==> src/rtl/uncache_arbiter_pkg.sv <==
// uncache_arbiter_pkg: shared LSU types (Size, arbiter state) and byte-strobe helper
package uncache_arbiter_pkg;
  typedef enum logic [1:0] {
    s_nil  = 2'd0,
    s_byte = 2'd1,
    s_half = 2'd2,
    s_word = 2'd3
  } size_e;
  typedef enum logic [2:0] {
    IDLE   = 3'd0,
    W_REQ  = 3'd1,
    W_RESP = 3'd2,
    R_REQ  = 3'd3,
    R_RESP = 3'd4,
    R_RET  = 3'd5
  } uarb_state_e;
  function automatic logic [3:0] size_strobe(size_e sz, logic [1:0] a);
    return sz == s_byte ? 4'b0001 << a :
           sz == s_half ? 4'b0011 << {a[1], 1'b0} : 4'b1111;
  endfunction
endpackage

==> src/rtl/uncache_arbiter.sv <==
// uncache_arbiter: shares the uncached memory port between uncached stores and loads
module uncache_arbiter
  import uncache_arbiter_pkg::*;
#(
  parameter int STARVE_LIMIT = 4,
  parameter int CNT_W = 4
) (
  input  logic        clk,
  input  logic        rst,
  input  logic        w,
  input  logic [31:0] waddr,
  input  logic [1:0]  size,
  input  logic [31:0] data,
  output logic        ready,
  input  logic        rvalid,
  input  logic [31:0] raddr,
  input  logic [1:0]  rsize,
  input  logic        rready,
  output logic        uready,
  output logic        uvalid,
  output logic [31:0] udata,
  output logic        m_uvalid,
  output logic        m_uwen,
  output logic [31:0] m_uaddr,
  output logic [3:0]  m_ustrobe,
  output logic [31:0] m_uwdata,
  input  logic        mready,
  input  logic        mvalid,
  input  logic [31:0] mdata
);
  uarb_state_e state;
  logic [CNT_W-1:0] cnt;
  logic starve;
  assign starve = cnt >= CNT_W'(STARVE_LIMIT);
  // The m_* registers double as the latched request while it is outstanding.
  always_ff @(posedge clk) begin
    if (rst) begin
      state     <= IDLE;
      cnt       <= '0;
      ready     <= 1'b0;
      uready    <= 1'b0;
      uvalid    <= 1'b0;
      udata     <= '0;
      m_uvalid  <= 1'b0;
      m_uwen    <= 1'b0;
      m_uaddr   <= '0;
      m_ustrobe <= '0;
      m_uwdata  <= '0;
    end else begin
      ready  <= 1'b0;
      uready <= 1'b0;
      case (state)
        IDLE:
          if (w && !(rvalid && starve)) begin
            state     <= W_REQ;
            ready     <= 1'b1;
            m_uvalid  <= 1'b1;
            m_uwen    <= 1'b1;
            m_uaddr   <= waddr;
            m_ustrobe <= size_strobe(size_e'(size), waddr[1:0]);
            m_uwdata  <= data;
            if (rvalid) cnt <= cnt + 1'b1;
          end else if (rvalid) begin
            state     <= R_REQ;
            uready    <= 1'b1;
            m_uvalid  <= 1'b1;
            m_uwen    <= 1'b0;
            m_uaddr   <= raddr;
            m_ustrobe <= size_strobe(size_e'(rsize), raddr[1:0]);
            m_uwdata  <= '0;
            cnt       <= '0;
          end
        W_REQ, R_REQ:
          if (mready) begin
            m_uvalid <= 1'b0;
            state    <= state == W_REQ ? W_RESP : R_RESP;
          end
        W_RESP: if (mvalid) state <= IDLE;
        R_RESP:
          if (mvalid) begin
            udata  <= mdata;
            uvalid <= 1'b1;
            state  <= R_RET;
          end
        R_RET:
          if (rready) begin
            uvalid <= 1'b0;
            state  <= IDLE;
          end
        default: state <= IDLE;
      endcase
    end
  end
endmodule

==> config.mk <==
export PLATFORM = sky130hd
export DESIGN_NAME = uncache_arbiter
export DESIGN_NICKNAME = d
export VERILOG_FILES = /design/src/rtl/uncache_arbiter_pkg.sv /design/src/rtl/uncache_arbiter.sv
export SDC_FILE = /design/constraint.sdc
export NUM_CORES = 1
export LEC_CHECK = 0
export CAP_MARGIN = 10
export CORE_UTILIZATION = 35
export CTS_CLUSTER_SIZE = 10
export DETAILED_ROUTE_END_ITERATION = 7
export PLACE_DENSITY = 0.83
export SLEW_MARGIN = 25
export SYNTH_ARGS = -nofsm -noshare
export SYNTH_HDL_FRONTEND = slang
export SYNTH_SLANG_ARGS = --single-unit
==> constraint.sdc <==
create_clock -name clk -period 1.85 [get_ports clk]
set_input_delay 0.185 -clock clk [delete_from_list [all_inputs] [get_ports clk]]
set_output_delay 0.185 -clock clk [all_outputs]
set_load 0.05 [all_outputs]
==> results_dict.tcl <==
set metrics [dict create \
    die-area_sq_um 12500 \
    gp_congestion 0.786 \
    cp.buffers_inverters 1 \
    critPathLaunchType "flop" \
    power.static_leakage_uw 0.00262 \
    timing.reg2reg.worst_path_depth 4 \
    grt_remaining_overflow 0 \
    grt_start_max_net_pins 42 \
    fin_crit_ps 1740 \
    p_int_uw 4430 \
    synthCells 476 \
    dpl-instance-area_sq_um 6810 \
    syn_area_per_cell_sq_um 8.88 \
    final_cells 854 \
    clock_sink_count 112 \
    r2r_end "m_uwdata[22]$_SDFFE_PP0P_" \
    worstReg2RegStart "state[2]$_SDFFE_PP0P_" \
    cpLargestDelayFamily "buffers and inverters" \
    placement_rows 39 \
    cp_data_required_time_ps 1660 \
    power.sequential.fraction_pct 41.5 \
    worst-setup-path-type "flop to output port" \
    finish.utilization_pct 60.9 \
    fmax_mhz 575 \
    worst_hold_path.endpoint "m_uaddr[1]$_SDFFE_PP0P_" \
    most-common-layout-cells "sky130_fd_sc_hd__clkdlybuf4s50_1, sky130_fd_sc_hd__nand2_1, sky130_fd_sc_hd__dfxtp_1" \
    dr_total_vias 4311 \
    combPwrFrac_pct 31.8 \
    design.final.nets 846 \
    cts-root-buf "sky130_fd_sc_hd__clkbuf_16" \
    postCtsSetupBuffers 0 \
    report.final.hold_viol_count 0 \
    drc 17 \
    tightest_slew_ps 571 \
    cellPowerDensity_nw_per_um2 938 \
    setup_viol 0 \
    fillCellCount 1009 \
    totalWireLength_microns 13200 \
    top_level_port_count 244 \
    number_of_buffers_on_the_longest_clock_path 2 \
    synth_sequential_area_ratio_pct 53.0 \
    via_per_inst 5.05 \
    die_x_microns 112 \
    cts-buffers-inserted 9 \
    violations_in_the_final_reports "DRC" \
    htree_levels 3 \
    antenna_found_initial 0 \
    final_common_cell "sky130_fd_sc_hd__clkdlybuf4s50_1" \
    hold_ws_ps 154 \
    detail_route.iter0.violations 325 \
    rsz0062_at_grt "no" \
    endpoint_kind "output port" \
    syn_area_sq_um 4230 \
    outcome "complete, but fails checks" \
    clkSlewWorstSetupHoldPaths_ps 70 \
    switchingPower_uw 2210 \
    slew-limit-headroom_pct 61.8 \
    cp_slowest_stage_delay_ps 860 \
    crit_slowest_cell "sky130_fd_sc_hd__clkdlybuf4s50_1" \
    timing.reg2reg.setup_slack_ps 300 \
    final_area_sq_um 7080 \
    cells_on_worst_hold_path 2 \
    seq_cells_post_synth 112 \
    final_min_period_over_clock_period_pct 94.1 \
    number_of_global_route_vias_before_repair 4316 \
    critical_path.max_fanout 2 \
    crit_chain "clkdlybuf4s50_1" \
    power.ir.vdd_worst_uv 441 \
    hold_buffers 0 \
    dr.pass1.iters 6 \
    io_buffer_count 243 \
    drive_gt1_share_pct 5.06 \
    pwr-share-clk_pct 26.7 \
    grtUsageTotal_pct 21.4 \
    grt_first_pass_wirelength_microns 21400 \
    power_switching_share_pct 33.2 \
    hold_path.class "input pin to flop" \
    antenna_cells 0 \
    antenna_violation_net_count_after_detailed_routing 0 \
    post_cts.resized_instances 0 \
    maxSlewViolCount 0 \
    setup-tns-final_ps 0 \
    post_synth_num_cell_types 43 \
    hp-start "rst" \
    syn_to_final_growth_pct 67.4 \
    initial_core_utilization_pct 36.4 \
    yosys_warnings 0 \
    post-place-cells 838 \
    drv.max_cap_violation_count 0 \
    syn_nets 616 \
    post_drt_wl_per_cell_microns 15.5 \
    fin_worst_skew_ps 7.25 \
    cts_tree "built" \
    worst_ep_arrival_time_ps 1560 \
    insertion_delay_of_the_later_clocked_pin_in_the_worst_skew_pair_ps 340 \
    die_height_microns 112 \
    placeableCoreArea_sq_um 11600 \
    dp.final_hpwl_microns 9930 \
]
==> flip-flops by register name, indices dropped and copies added (netlist names) <==
| signal | cells |
|---|---|
| uready | 1 |
| m_uwen | 1 |
| m_ustrobe | 4 |
| uvalid | 1 |
| udata | 32 |
| m_uaddr | 32 |
| m_uwdata | 32 |
| m_uvalid | 1 |
| ready | 1 |
| state | 3 |
| cnt | 4 |
==> worst max-delay path by stage <==
stage          slack (ps)                        to                 startpoint  cells after the start
6_report              110              m_ustrobe[0]  m_ustrobe[0]$_SDFFE_PP0P_                      1
4_1_cts                90                    uvalid        uvalid$_SDFFE_PP0P_                      1
3_3_place_gp          140  m_uaddr[26]$_SDFFE_PP0P_                     rvalid                      6
5_1_grt                60              m_ustrobe[0]  m_ustrobe[0]$_SDFFE_PP0P_                      1
3_5_place_dp           60   m_uaddr[4]$_SDFFE_PP0P_                     rvalid                      6
2_1_floorplan         480  m_uaddr[16]$_SDFFE_PP0P_      state[1]$_SDFFE_PP0P_                      7
==> per-stage QoR <==
step / setup WS (ps) / total power [uW]
after floorplan: 483 / 4050
after global placement: 144 / 4870
after detailed placement: 62.1 / 4920
after CTS: 94.6 / 6700
after global routing: 62.1 / 6930
final: 110 / 6640
==> layout make-up <==
cell class | instances | area (sq um) | area share (%)
repair buffers | 257 | 2610 | 36.8
flip-flops and latches | 112 | 2240 | 31.7
multi-input cells | 324 | 1780 | 25.1
clock buffers | 12 | 246 | 3.48
well taps | 143 | 179 | 2.53
clock inverters | 4 | 20.0 | 0.283
inverters | 2 | 7.51 | 0.106
==> cells in the mapped netlist (all sizes together) <==
| library cell | n | area share [%] |
|---|---|---|
| inv | 2 | 0.18 |
| clkbuf | 14 | 1.2 |
| a311oi | 32 | 6.6 |
| and2b | 1 | 0.21 |
| a2bb2oi | 1 | 0.21 |
| nand2b | 2 | 0.30 |
| mux2i | 1 | 0.24 |
| dfxtp | 112 | 53 |
| a21oi | 40 | 4.7 |
| nor3b | 2 | 0.47 |
| a211oi | 2 | 0.36 |
| o211ai | 1 | 0.18 |
| o21ai | 3 | 0.36 |
| or3 | 1 | 0.15 |
| nor2 | 40 | 3.7 |
| nand3b | 2 | 0.36 |
| nand3 | 1 | 0.12 |
| nor4 | 3 | 0.44 |
| and3b | 1 | 0.21 |
| nand4b | 1 | 0.21 |
| or3b | 1 | 0.21 |
| a41oi | 1 | 0.21 |
| nand2 | 136 | 12 |
| xnor2 | 2 | 0.41 |
| a22o | 32 | 6.6 |
| and3 | 1 | 0.15 |
| ha | 1 | 0.30 |
| a221oi | 1 | 0.21 |
| nor2b | 1 | 0.21 |
| a2111oi | 1 | 0.21 |
| nor3 | 4 | 0.59 |
| and2 | 2 | 0.30 |
| a221o | 4 | 0.95 |
| xor2 | 2 | 0.41 |
| buf | 24 | 3.6 |
| a21o | 1 | 0.18 |
==> cell families (layout without fill, tap and decap cells) <==
| family | Yosys count | in the layout | share of synthesized area, % |
|---|---|---|---|
| fa+ha+maj | 1 | 1 | 0.296 |
| compound gates | 119 | 119 | 20.8 |
| flops | 112 | 112 | 53.0 |
| xor+xnor | 4 | 4 | 0.829 |
| mux | 1 | 1 | 0.237 |
| simple gates | 199 | 199 | 19.7 |
| buf+inv | 40 | 275 | 5.06 |
==> power groups by stage <==
stage          clock network, uW  registers, uW  logic, uW
6_report                    1770           2750       2110
5_1_grt                     1930           2780       2220
4_1_cts                     1830           2760       2120
3_5_place_dp                   0           2810       2110
3_3_place_gp                   0           2800       2080
2_1_floorplan                  0           3510        541
==> metal layers <==
metal | wire length [microns] | vias up | GRT usage [%] | share of wire, %
met5 | 0 | - | 0 | 0
met4 | 244 | 0 | 7.93 | 1.8
met3 | 1120 | 20 | 6.48 | 8.5
met2 | 6690 | 161 | 38.5 | 51
met1 | 5170 | 2006 | 23.7 | 39
li1 | - | 2124 | - | -
(Power assumes the default switching activity.)
